<file path="src/rtl/lfsr_pkg.sv">
// lfsr_pkg: shared types and helpers for the LFSR family.
//   lfsr_mode_e      : Fibonacci (external XOR) or Galois (internal XOR) form
//   lfsr_default_fib : maximal-length Fibonacci tap mask for widths 3..8
//   lfsr_default_gal : maximal-length Galois toggle mask for widths 3..8
//   lfsr_step        : one-step next-state function for widths up to 32
package lfsr_pkg;

  typedef enum logic {
    LFSR_FIB = 1'b0,
    LFSR_GAL = 1'b1
  } lfsr_mode_e;

  // Fibonacci masks: bit i set means s[i] joins the feedback XOR.
  // Widths outside 3..8 return zero, so the caller must supply taps.
  function automatic logic [31:0] lfsr_default_fib(input int width);
    case (width)
      3:       return 32'h0000_0006;
      4:       return 32'h0000_000C;
      5:       return 32'h0000_0014;
      6:       return 32'h0000_0030;
      7:       return 32'h0000_0060;
      8:       return 32'h0000_00B8;
      default: return 32'h0000_0000;
    endcase
  endfunction

  // Galois masks are the reciprocal polynomials; bit 0 is always set
  // so the bit shifted out of the MSB re-enters at the bottom.
  function automatic logic [31:0] lfsr_default_gal(input int width);
    case (width)
      3:       return 32'h0000_0003;
      4:       return 32'h0000_0003;
      5:       return 32'h0000_0005;
      6:       return 32'h0000_0003;
      7:       return 32'h0000_0003;
      8:       return 32'h0000_001D;
      default: return 32'h0000_0000;
    endcase
  endfunction

  // Advance a state held in the low 'width' bits of a 32-bit word.
  // Bits at and above 'width' in the result are always zero.
  function automatic logic [31:0] lfsr_step(input logic [31:0] state,
                                            input lfsr_mode_e mode,
                                            input logic [31:0] fib_taps,
                                            input logic [31:0] gal_taps,
                                            input int width);
    logic [31:0] mask;
    logic [31:0] shifted;
    logic        msb;
    logic        fb;
    mask    = (width >= 32) ? 32'hFFFF_FFFF : ((32'd1 << width) - 32'd1);
    msb     = |(state & (32'd1 << (width - 1)));
    shifted = (state << 1) & mask;
    if (mode == LFSR_FIB) begin
      fb = ^(state & fib_taps & mask);
      return shifted | {31'd0, fb};
    end
    return shifted ^ (msb ? (gal_taps & mask) : 32'd0);
  endfunction

endpackage

</file>
<file path="src/rtl/lfsr_if.sv">
// lfsr_if: control and observation bundle of one LFSR generator.
//   master (controller): drives en, load, seed_in, mode; observes results
//   slave  (lfsr_gen)  : drives q, serial_out, lockup, period_done, period_len
interface lfsr_if #(
  parameter int WIDTH = 5
) ();
  import lfsr_pkg::*;

  logic             en;
  logic             load;
  logic [WIDTH-1:0] seed_in;
  lfsr_mode_e       mode;
  logic [WIDTH-1:0] q;
  logic             serial_out;
  logic             lockup;
  logic             period_done;
  logic [WIDTH-1:0] period_len;

  modport master (
    output en, load, seed_in, mode,
    input  q, serial_out, lockup, period_done, period_len
  );

  modport slave (
    input  en, load, seed_in, mode,
    output q, serial_out, lockup, period_done, period_len
  );

endinterface

</file>
<file path="src/rtl/lfsr_next.sv">
// lfsr_next: purely combinational next-state for both LFSR forms.
// Kept separate so a parallel multi-step scrambler can chain copies.
//   state : current register value
//   mode  : LFSR_FIB or LFSR_GAL
//   next  : value after exactly one step
module lfsr_next
  import lfsr_pkg::*;
#(
  parameter int               WIDTH    = 5,
  parameter logic [WIDTH-1:0] FIB_TAPS = WIDTH'(lfsr_default_fib(WIDTH)),
  parameter logic [WIDTH-1:0] GAL_TAPS = WIDTH'(lfsr_default_gal(WIDTH))
) (
  input  logic [WIDTH-1:0] state,
  input  lfsr_mode_e       mode,
  output logic [WIDTH-1:0] next
);

  logic [31:0] next_full;
  logic        unused_upper;

  // The shared helper works on a 32-bit word; the upper bits come back
  // zero and are folded into a dummy so only the low WIDTH bits matter.
  assign next_full    = lfsr_step(32'(state), mode, 32'(FIB_TAPS),
                                  32'(GAL_TAPS), WIDTH);
  assign next         = next_full[WIDTH-1:0];
  assign unused_upper = ^next_full;

endmodule

</file>
<file path="src/rtl/lfsr_gen.sv">
// lfsr_gen: parametrised LFSR with Fibonacci/Galois form, seed load,
// step enable, all-zero lockup flag and period measurement.
//   clk  : rising-edge clock
//   rst  : asynchronous active-high reset
//   bus  : lfsr_if.slave
//          en/load/seed_in/mode in; q, serial_out, lockup,
//          period_done, period_len out
// Build option: define LFSR_LOCKUP_RECOVER_EN to replace any zero load
// with SEED and to make a step out of the zero state land on SEED.
module lfsr_gen
  import lfsr_pkg::*;
#(
  parameter int               WIDTH    = 5,
  parameter logic [WIDTH-1:0] FIB_TAPS = WIDTH'(lfsr_default_fib(WIDTH)),
  parameter logic [WIDTH-1:0] GAL_TAPS = WIDTH'(lfsr_default_gal(WIDTH)),
  parameter logic [WIDTH-1:0] SEED     = WIDTH'(1)
) (
  input logic   clk,
  input logic   rst,
  lfsr_if.slave bus
);

  logic [WIDTH-1:0] q_r;
  logic [WIDTH-1:0] seed_ref;
  logic [WIDTH-1:0] step_cnt;
  logic             period_done_r;
  logic [WIDTH-1:0] period_len_r;
  logic [WIDTH-1:0] next_q;
  logic [WIDTH-1:0] load_val;
  logic [WIDTH-1:0] step_val;

  lfsr_next #(
    .WIDTH    (WIDTH),
    .FIB_TAPS (FIB_TAPS),
    .GAL_TAPS (GAL_TAPS)
  ) u_next (
    .state (q_r),
    .mode  (bus.mode),
    .next  (next_q)
  );

  // Values written on a load or a step. With recovery enabled the zero
  // state can never be entered by a load and is left on the first step.
  always_comb begin
    load_val = bus.seed_in;
    step_val = next_q;
`ifdef LFSR_LOCKUP_RECOVER_EN
    if (bus.seed_in == '0) begin
      load_val = SEED;
    end
    if (q_r == '0) begin
      step_val = SEED;
    end
`endif
  end

  // State, reference seed and period counter. A load re-arms the period
  // measurement against the new seed; a step that lands back on the
  // reference records the length and restarts the count.
  always_ff @(posedge clk or posedge rst) begin
    if (rst) begin
      q_r           <= SEED;
      seed_ref      <= SEED;
      step_cnt      <= '0;
      period_done_r <= 1'b0;
      period_len_r  <= '0;
    end else if (bus.load) begin
      q_r           <= load_val;
      seed_ref      <= load_val;
      step_cnt      <= '0;
      period_done_r <= 1'b0;
    end else if (bus.en) begin
      q_r <= step_val;
      if (step_val == seed_ref) begin
        period_done_r <= 1'b1;
        period_len_r  <= step_cnt + 1'b1;
        step_cnt      <= '0;
      end else begin
        period_done_r <= 1'b0;
        step_cnt      <= step_cnt + 1'b1;
      end
    end else begin
      period_done_r <= 1'b0;
    end
  end

  assign bus.q           = q_r;
  assign bus.serial_out  = q_r[WIDTH-1];
  assign bus.lockup      = (q_r == '0);
  assign bus.period_done = period_done_r;
  assign bus.period_len  = period_len_r;

endmodule

</file>
<file path="src/flat_wrapper.sv">
// flat-port wrapper written by rule: the top's interface ports become plain ports
module lfsr_gen_flat import lfsr_pkg::*;
#(
  parameter int               WIDTH    = 5,
  parameter logic [WIDTH-1:0] FIB_TAPS = WIDTH'(lfsr_default_fib(WIDTH)),
  parameter logic [WIDTH-1:0] GAL_TAPS = WIDTH'(lfsr_default_gal(WIDTH)),
  parameter logic [WIDTH-1:0] SEED     = WIDTH'(1)
)
  (clk, rst, bus_en, bus_load, bus_seed_in, bus_mode, bus_q, bus_serial_out, bus_lockup, bus_period_done, bus_period_len);
  lfsr_if #(.WIDTH(WIDTH)) bus_i ();
  input logic clk;
  input logic rst;
  input wire logic [$bits(bus_i.en)-1:0] bus_en;
  input wire logic [$bits(bus_i.load)-1:0] bus_load;
  input wire logic [$bits(bus_i.seed_in)-1:0] bus_seed_in;
  input wire logic [$bits(bus_i.mode)-1:0] bus_mode;
  output wire logic [$bits(bus_i.q)-1:0] bus_q;
  output wire logic [$bits(bus_i.serial_out)-1:0] bus_serial_out;
  output wire logic [$bits(bus_i.lockup)-1:0] bus_lockup;
  output wire logic [$bits(bus_i.period_done)-1:0] bus_period_done;
  output wire logic [$bits(bus_i.period_len)-1:0] bus_period_len;
  assign bus_i.en = bus_en;
  assign bus_i.load = bus_load;
  assign bus_i.seed_in = bus_seed_in;
  assign bus_i.mode = bus_mode;
  assign bus_q = bus_i.q;
  assign bus_serial_out = bus_i.serial_out;
  assign bus_lockup = bus_i.lockup;
  assign bus_period_done = bus_i.period_done;
  assign bus_period_len = bus_i.period_len;
  lfsr_gen #(.WIDTH(WIDTH), .FIB_TAPS(FIB_TAPS), .GAL_TAPS(GAL_TAPS), .SEED(SEED)) u_core (.clk(clk), .rst(rst), .bus(bus_i));
endmodule
</file>
<file path="config.mk">
export PLATFORM = sky130hd
export DESIGN_NAME = lfsr_gen_flat
export DESIGN_NICKNAME = d
export VERILOG_FILES = /design/src/rtl/lfsr_pkg.sv /design/src/rtl/lfsr_if.sv /design/src/rtl/lfsr_next.sv /design/src/rtl/lfsr_gen.sv /design/src/flat_wrapper.sv
export SDC_FILE = /design/constraint.sdc
export NUM_CORES = 1
export LEC_CHECK = 0
export CAP_MARGIN = 20
export CORE_MARGIN = 2
export CORE_UTILIZATION = 25
export CTS_BUF_LIST = sky130_fd_sc_hd__clkbuf_2 sky130_fd_sc_hd__clkbuf_4 sky130_fd_sc_hd__clkbuf_8
export CTS_CLUSTER_DIAMETER = 120
export DETAILED_ROUTE_END_ITERATION = 7
export GPL_ROUTABILITY_DRIVEN = 0
export PLACE_DENSITY_LB_ADDON = 0.1
export SETUP_SLACK_MARGIN = 0.3
export SLEW_MARGIN = 5
export SYNTH_ARGS = -nofsm -noshare
export SYNTH_HDL_FRONTEND = slang
export SYNTH_HIERARCHICAL = 1
export SYNTH_SLANG_ARGS = --single-unit
</file>
<file path="constraint.sdc">
create_clock -name clk -period 4.9 [get_ports clk]
set_input_delay 0.49 -clock clk [delete_from_list [all_inputs] [get_ports clk]]
set_output_delay 0.49 -clock clk [all_outputs]
set_load 0.02 [all_outputs]
</file>
Word-level counts from Yosys, hierarchy flattened

Index checks and enable logic that the tools add are counted.
Widths: inputs -> output; s select.

Register bits after elaboration: 21
Output and inout port bits: 13
Word-level logic and storage cells: 24

Add/sub/neg operators: 1
Equality and inequality tests: 1
Mux-type cells: 10
Bitwise operators: 3
Reduce and logical (&&, ||, !) cells: 4

Operator list:

| cell                | count |
|---|---|
| $reduce_xor 32->1   | 1 |
| $mux 5              | 6 |
| $add 5x1->5 const B | 1 |
| $eq 5x5->1          | 1 |
| $logic_not 5->1     | 1 |
| $or 5x1->5          | 1 |
| $xor 5x3->5         | 1 |
| $mux 1              | 3 |
| $mux 3              | 1 |
| $reduce_and 3->1    | 1 |
| $reduce_bool 2->1   | 1 |
| $not 1->1           | 1 |

Logic depth before layout (Yosys ltp)

Gate-level depths: netlist of run 1.

Depth after elaboration: 7
Depth in mapped cells: 6
Depth with buffers taken out: 6

Modules after synthesis

Netlist of run 1, hierarchy kept.

Modules (own cells, without submodules):

| module    | times used | cells an instance | area an instance (sq um) | seq. area each (sq um) |
|---|---|---|---|---|
| lfsr_gen  | 1          | 93                | 1,002.2                  | 528.0 |
| lfsr_next | 1          | 7                 | 57.6                     | 0.0 |

Worst setup path before layout of run 1

Ideal clock, no wire load.

Path type: input to register
Start: in bus_mode
End: reg u_core.period_len_r[1], in the netlist u_core/bus.period_len[1]
Data arrival time: 1.748 ns
Data required time: 4.775 ns
Path slack: 3.027 ns
Stages on the path: 6
Buffers on the path: 0
Cells stage by stage: nand2b_4 -> xnor2_1 -> xnor2_1 -> nand3_2 -> nor3_4 -> mux2_2

Longest elaborated chain between the ends: 3

RTL lines:

| element                    | RTL line           | text |
|---|---|---|
| from (decl)                | flat_wrapper.sv:16 | `input wire logic [$bits(bus_i.mode)-1:0] bus_mode;` |
| $mux 5                     | lfsr_pkg.sv:59     | `return shifted ^ (msb ? (gal_taps & mask) : 32'd0);` |
| net u_core.next_q[0]       | lfsr_gen.sv:28     | `logic [WIDTH-1:0] next_q;` |
| $eq 5x5->1                 | lfsr_gen.sv:74     | `if (step_val == seed_ref) begin` |
| $reduce_and 3->1 (no line) | -                  |  |
| to (signal assigned)       | lfsr_gen.sv:76     | `period_len_r <= step_cnt + 1'b1;` |
| to (decl)                  | lfsr_gen.sv:27     | `logic [WIDTH-1:0] period_len_r;` |

The timed path passes the listed nets, and every way through them passes these cells.
A chain may end at the register's enable or synchronous reset.

Worst setup path in the final report of run 1

Start: reg u_core.q_r[3], in the netlist u_core/bus.q[3]
End: out bus_lockup

Longest elaborated chain between the ends: 1

RTL lines:

| element                | RTL line           | text |
|---|---|---|
| from (decl)            | lfsr_gen.sv:23     | `logic [WIDTH-1:0] q_r;` |
| from (signal assigned) | lfsr_gen.sv:68     | `q_r <= load_val;` |
| from (signal assigned) | lfsr_gen.sv:73     | `q_r <= step_val;` |
| $logic_not 5->1        | lfsr_gen.sv:89     | `assign bus.lockup = (q_r == '0);` |
| to (decl)              | flat_wrapper.sv:19 | `output wire logic [$bits(bus_i.lockup)-1:0] bus_lockup;` |

No other way between the ends.

==> results.toml, run 1 <==
[run_status]
status = "finished, final reports clean"

[clock_network]
cts_tree = "yes"
cts_sinks = 21
clockBufferDepth = 2
cts_hold_buffers = 0
h-tree-depth = 1
cts_setup_buffers = 0
clock-root-buffer = "clkbuf_8"
clk_pin_slew_ns = 0.08
cts_buffers = 3
ctsResizeCount = 0
clk_latency_ns = 0.26

[global_route]
met2_usage_pct = 14.96
grt_max_degree = 25
gr-usage-all-layers_pct = 9.847
grt_busiest_layer = "met2"
grt_use_met1_pct = 12.90
antenna_found_initial = 0
grt_pass1_vias = 766
grt_pass1_wl_um = 3746
grt_overflow_total = 0
met3_usage_pct = 3.655

[logic_synthesis]
yosys.area.top_type_share_pct = 44.86
synth.most_common_cell = "dfrtp_1"
syn_nets = 111
synth_area_leaders = "dfrtp_1 (45%), mux2i_1 (6.6%), xnor2_1 (6.6%)"
syn_area_um2 = 1060
synth_top_area_cell = "dfrtp_1"
ys_seq_elements = 21
ys.flop_type = "dfrtp_1"
ys_warn_count = 6
async_flop_share_pct = 100.0
syn_avg_cell_area_um2 = 10.60
synth_cell_types = 25
synth_edf_count = 0
syn-instance-count = 100
ys_seq_area_share_pct = 49.82
synth.top_cells.by_count = "dfrtp_1 (19), o21ai_0 (10), inv_1 (9), nand2_1 (9), xnor2_1 (8)"

[sta]
timing.hold.ws_ns = 0.5076
period_share_pct = 48.71
fin_tns_setup_ns = 0
finalCriticalPeriod_ns = 2.387
worst_slew_pin_slew_ns = 0.8388
drv_slew = 0
fmax_mhz = 419.0
maxSlewHeadroom_pct = 44.02
worst_slack_ns = 2.513
fin_skew_ns = 0.003214
setup_violations = 0
rsz0062_at_grt = "no"
hold_viol = 0

[floorplan]
start_util_pct = 26.30
dieArea_um2 = 4776
pin_count = 23
rows = 23
fp.dieH_um = 69.11
core_area_um2 = 4029
die_x_um = 69.11

[power]
leakagePower_nw = 0.5740
p_per_area_nw_per_um2 = 332.3
vdd_drop_max_uv = 141.6

[worst_setup_path]
crit_path_cell_trace = "or4_1, nor2_1, clkdlybuf4s50_1"
end_kind = "primary output"
slowest_stage = "clkdlybuf4s50_1"
critPathArrivalTime_ns = 1.90
cp.required_ns = 4.41
crit_type = "reg2out"
crit_path_max_fanout = 5
cp-start-kind = "register"
critical_path.max_stage_delay_ns = 0.62
r2r_slack_ns = 2.93

[job]
cap_violations = 0

[drt]
drc = 0
dr.pass1.iters = 4
routed_via_density = 4.393
detail-route-antenna-nets = 0
detail_route.iter0.violations = 31
dr_total_vias = 738
wl_per_cell_um = 12.76
drt_wl_total_um = 2144

[final_layout]
drive_gt1_share_pct = 11.02
num-fill-cells = 426
syn_to_final_growth_pct = 26.68
nets = 130
fin_cells = 168
n_antenna_cell = 0

[hold_path]
hold_path.class = "reg2reg"

[placed_design]
io_buffers = 22
pre_cts_ws_ns = 2.399
dpl.cell_count = 164
dp_hpwl_um = 1531
## cell families after synthesis
kind of cell	after synthesis	synth area share, %
adder cells (fa/ha/maj)	1	1.180
flip-flops	21	49.82
buffers and inverters	17	7.555
multiplexers	11	10.86
XOR/XNOR	10	8.265
AND/OR/NAND/NOR	24	13.34
AO/OA/AOI/OAI	16	8.974
## flip-flops by register name, indices dropped and copies added (netlist names)
register                count
u_core/bus.period_len       5
u_core/step_cnt             5
u_core/bus.period_done      1
u_core/bus.q                5
u_core/seed_ref             5
## cell type report
cell class / instances / area [µm²] / area share (%)
well taps: 50 / 62.56 / 4.660
clock inverters: 1 / 5.005 / 0.3728
flip-flops and latches: 21 / 528.0 / 39.33
multi-input cells: 62 / 451.7 / 33.64
repair buffers: 22 / 220.2 / 16.40
inverters: 9 / 33.78 / 2.516
clock buffers: 3 / 41.29 / 3.075
## final timing paths
kind | cells past startpoint | start | end
min in group asynchronous | 2 | rst | u_core/bus.period_len[1]$_DFFE_PP0P_
max in group asynchronous | 2 | rst | u_core/bus.q[1]$_DFFE_PP0P_
setup / recovery | 3 | u_core/bus.q[3]$_DFFE_PP0P_ | bus_lockup
hold reg to reg | 2 | u_core/seed_ref[0]$_DFFE_PP1P_ | u_core/seed_ref[0]$_DFFE_PP1P_
setup reg to reg | 6 | u_core/bus.q[2]$_DFFE_PP0P_ | u_core/bus.period_len[1]$_DFFE_PP0P_
hold / removal | 2 | u_core/seed_ref[0]$_DFFE_PP1P_ | u_core/seed_ref[0]$_DFFE_PP1P_
## placed cells by master, fill, tap and decap left out
cell             Yosys  routed
nand2_1              9       9
xor2_1               2       2
mux2_2               4       4
clkbuf_8             0       3
clkinv_2             0       1
o21ai_0             10      10
nand3_2              1       1
nor2_1               3       3
mux2i_1              7       7
nand2b_4             1       1
nand3_1              2       2
dfstp_2              2       2
clkdlybuf4s50_1      0      22
nand3b_1             1       1
o32ai_1              3       3
ha_1                 1       1
xnor2_1              8       8
o22ai_1              1       1
o211ai_1             1       1
inv_1                9       9
or4_1                1       1
nor3_4               1       1
dfrtp_1             19      19
nand2b_1             5       5
a21oi_1              1       1
## power breakdown
group	total, mW	internal [mW]	leakage, nW	switching, mW
sequential	0.212	0.195	0.262	0.0176
clock	0.115	0.0567	0.0255	0.0584
combinational	0.119	0.0587	0.286	0.0601
## layer usage
metal	share of wire, %	up-vias	wire [µm]
li1	-	366	-
met4	0.98	0	21
met2	46	24	976
met5	0	-	0
met3	5.5	2	117
met1	48	346	1028
## worst max-delay path: cells and delay by family (launching register included)
family                 cells  cell delay, ns
buffers and inverters      1            0.62
flip-flops                 1            0.45
AND/OR/NAND/NOR            2            0.57
## stage by stage
step	utilization [%]	power, mW	cell area (µm²)
after floorplan	-	0.2887	1060
after global placement	32.17	0.3366	1296
after detailed placement	32.17	0.3372	1296
after CTS	33.32	0.4536	1343
after global routing	33.32	0.4801	1343
final	33.32	0.4461	1343
Power figures use the tool's default switching activity.
==> inputs of run 2 (changes only) <==
- clock period: 4.9 -> 2.5 ns (I/O delays scaled with it)
==> results.toml, run 2 (same netlist as run 1, synthesis figures left out) <==
[run_status]
status = "finished, final reports clean"

[global_route]
antenna_found_initial = 0
gr-usage-all-layers_pct = 9.856
grt_max_degree = 24
grt_pass1_wl_um = 3781
grt_pass1_vias = 795
grt_overflow_total = 0

[drt]
routed_via_density = 4.535
wl_per_cell_um = 12.97
detail-route-antenna-nets = 0
dr.pass1.iters = 4
detail_route.iter0.violations = 17
drt_wl_total_um = 2205
dr_total_vias = 771
drc = 0

[power]
leakagePower_nw = 0.6009
p_per_area_nw_per_um2 = 640.0
p_total_mw = 0.8705
vdd_drop_max_uv = 295.9

[final_layout]
n_antenna_cell = 0
layout_commonest_cell = "clkdlybuf4s50_1"
fin_cells = 170
nets = 132
final_cell_mix = "clkdlybuf4s50_1 (21), dfrtp_1 (19), o21ai_0 (10)"
syn_to_final_growth_pct = 28.33
drive_gt1_share_pct = 12.50
final_core_util_pct = 33.76

[worst_setup_path]
critical_path.max_stage_delay_ns = 0.50
cp-start-kind = "register"
slowest_stage = "dfrtp_1"
crit_type = "reg2reg"
critPathArrivalTime_ns = 2.10
crit_path_max_fanout = 6
critPathLaunch = "u_core/bus.q[2]$_DFFE_PP0P_"
timing.rr.start = "u_core/bus.q[2]$_DFFE_PP0P_"
r2r_slack_ns = 0.55
cp.required_ns = 2.65
r2r_cells = 6
crit_path_end = "u_core/bus.period_len[2]$_DFFE_PP0P_"
reg2reg_to = "u_core/bus.period_len[2]$_DFFE_PP0P_"
crit_path_cell_trace = "nand2b_4, xnor2_1, xnor2_1, nand3_2, nor3_4, mux2_2"
critPathMostFrequentCell = "xnor2_1"
end_kind = "register"

[sta]
period_share_pct = 77.81
fmax_mhz = 514.1
hold_viol = 0
drv_slew = 0
rsz0062_at_grt = "no"
fin_tns_setup_ns = 0
worst_slew_pin_slew_ns = 0.8074
setup_violations = 0
maxSlewHeadroom_pct = 46.11
fin_skew_ns = 0.006716
finalCriticalPeriod_ns = 1.945
worst_slack_ns = 0.5548

[clock_network]
clk_pin_slew_ns = 0.08
cts_hold_buffers = 0
clock-root-buffer = "clkbuf_8"
clockBufferDepth = 2
h-tree-depth = 1
cts_sinks = 21
clk_latency_ns = 0.26
cts_buffers = 3
cts_tree = "yes"

[floorplan]
rows = 23
core_area_um2 = 4029
fp.dieH_um = 69.11
die_x_um = 69.11
dieArea_um2 = 4776
start_util_pct = 26.30
pin_count = 23

[placed_design]
dpl.cell_count = 166
pre_cts_ws_ns = 0.2705
io_buffers = 22
dp_hpwl_um = 1537

[hold_path]
hold_path.class = "in2async"

[job]
cap_violations = 0
[run 2: critical path: cells and delay by family, from the launching register on]
kind	cells	cell delay (ns)
XOR/XNOR	2	0.38
flip-flops	1	0.50
multiplexers	1	0.37
AND/OR/NAND/NOR	3	0.58
[run 2: layout make-up]
| type | count | area, µm² |
|---|---|---|
| fill | 436 | 2669 |
| sequential | 21 | 528.0 |
| multi-input combinational | 62 | 451.7 |
| timing repair buffer | 24 | 237.7 |
| tap | 50 | 62.56 |
| clock buffer | 3 | 41.29 |
| inverter | 9 | 33.78 |
| clock inverter | 1 | 5.005 |
[run 2: report_power, final]
part           leakage (nW)  total [mW]  switching [mW]  internal (mW)
sequential            0.262       0.417          0.0358          0.382
combinational         0.313       0.233           0.117          0.117
clock                0.0255       0.220           0.109          0.111
total                 0.601       0.870           0.262          0.609
[run 2: repair_timing]
action | in CTS | in global routing
gates resized for setup | 0 | 1
setup endpoints to repair | 0 | 1
buffers inserted | 0 | 0
[run 2: routing by layer]
metal / wire length (µm) / track usage [%] / share of wire [%] / vias to the layer above
li1: - / - / - / 369
met1: 990 / 12.22 / 45 / 380
met2: 1084 / 16.24 / 49 / 20
met3: 114 / 3.509 / 5.2 / 2
met4: 17 / 2.614 / 0.77 / 0
met5: 0 / 0 / 0 / -
[run 2: how the worst min path moves through the flow]
| stage | startpoint | to | cells after the start |
|---|---|---|---|
| 3_3_place_gp | u_core/seed_ref[0]$_DFFE_PP1P_ | u_core/seed_ref[0]$_DFFE_PP1P_ | 2 |
| 5_1_grt | u_core/seed_ref[0]$_DFFE_PP1P_ | u_core/seed_ref[0]$_DFFE_PP1P_ | 2 |
| 3_5_place_dp | u_core/seed_ref[0]$_DFFE_PP1P_ | u_core/seed_ref[0]$_DFFE_PP1P_ | 2 |
| 2_1_floorplan | rst | u_core/bus.period_done$_DFF_PP0_ | 1 |
| 4_1_cts | rst | u_core/step_cnt[1]$_DFFE_PP0P_ | 2 |
| 6_report | rst | u_core/step_cnt[1]$_DFFE_PP0P_ | 2 |
[run 2: stage by stage]
| step | instance area (µm²) | hold WS, ns |
|---|---|---|
| after floorplan | 1060 | 0.2250 |
| after global routing | 1360 | 0.5043 |
| final | 1360 | 0.4409 |
| after global placement | 1311 | 0.4792 |
| after CTS | 1358 | 0.4821 |
| after detailed placement | 1311 | 0.4814 |
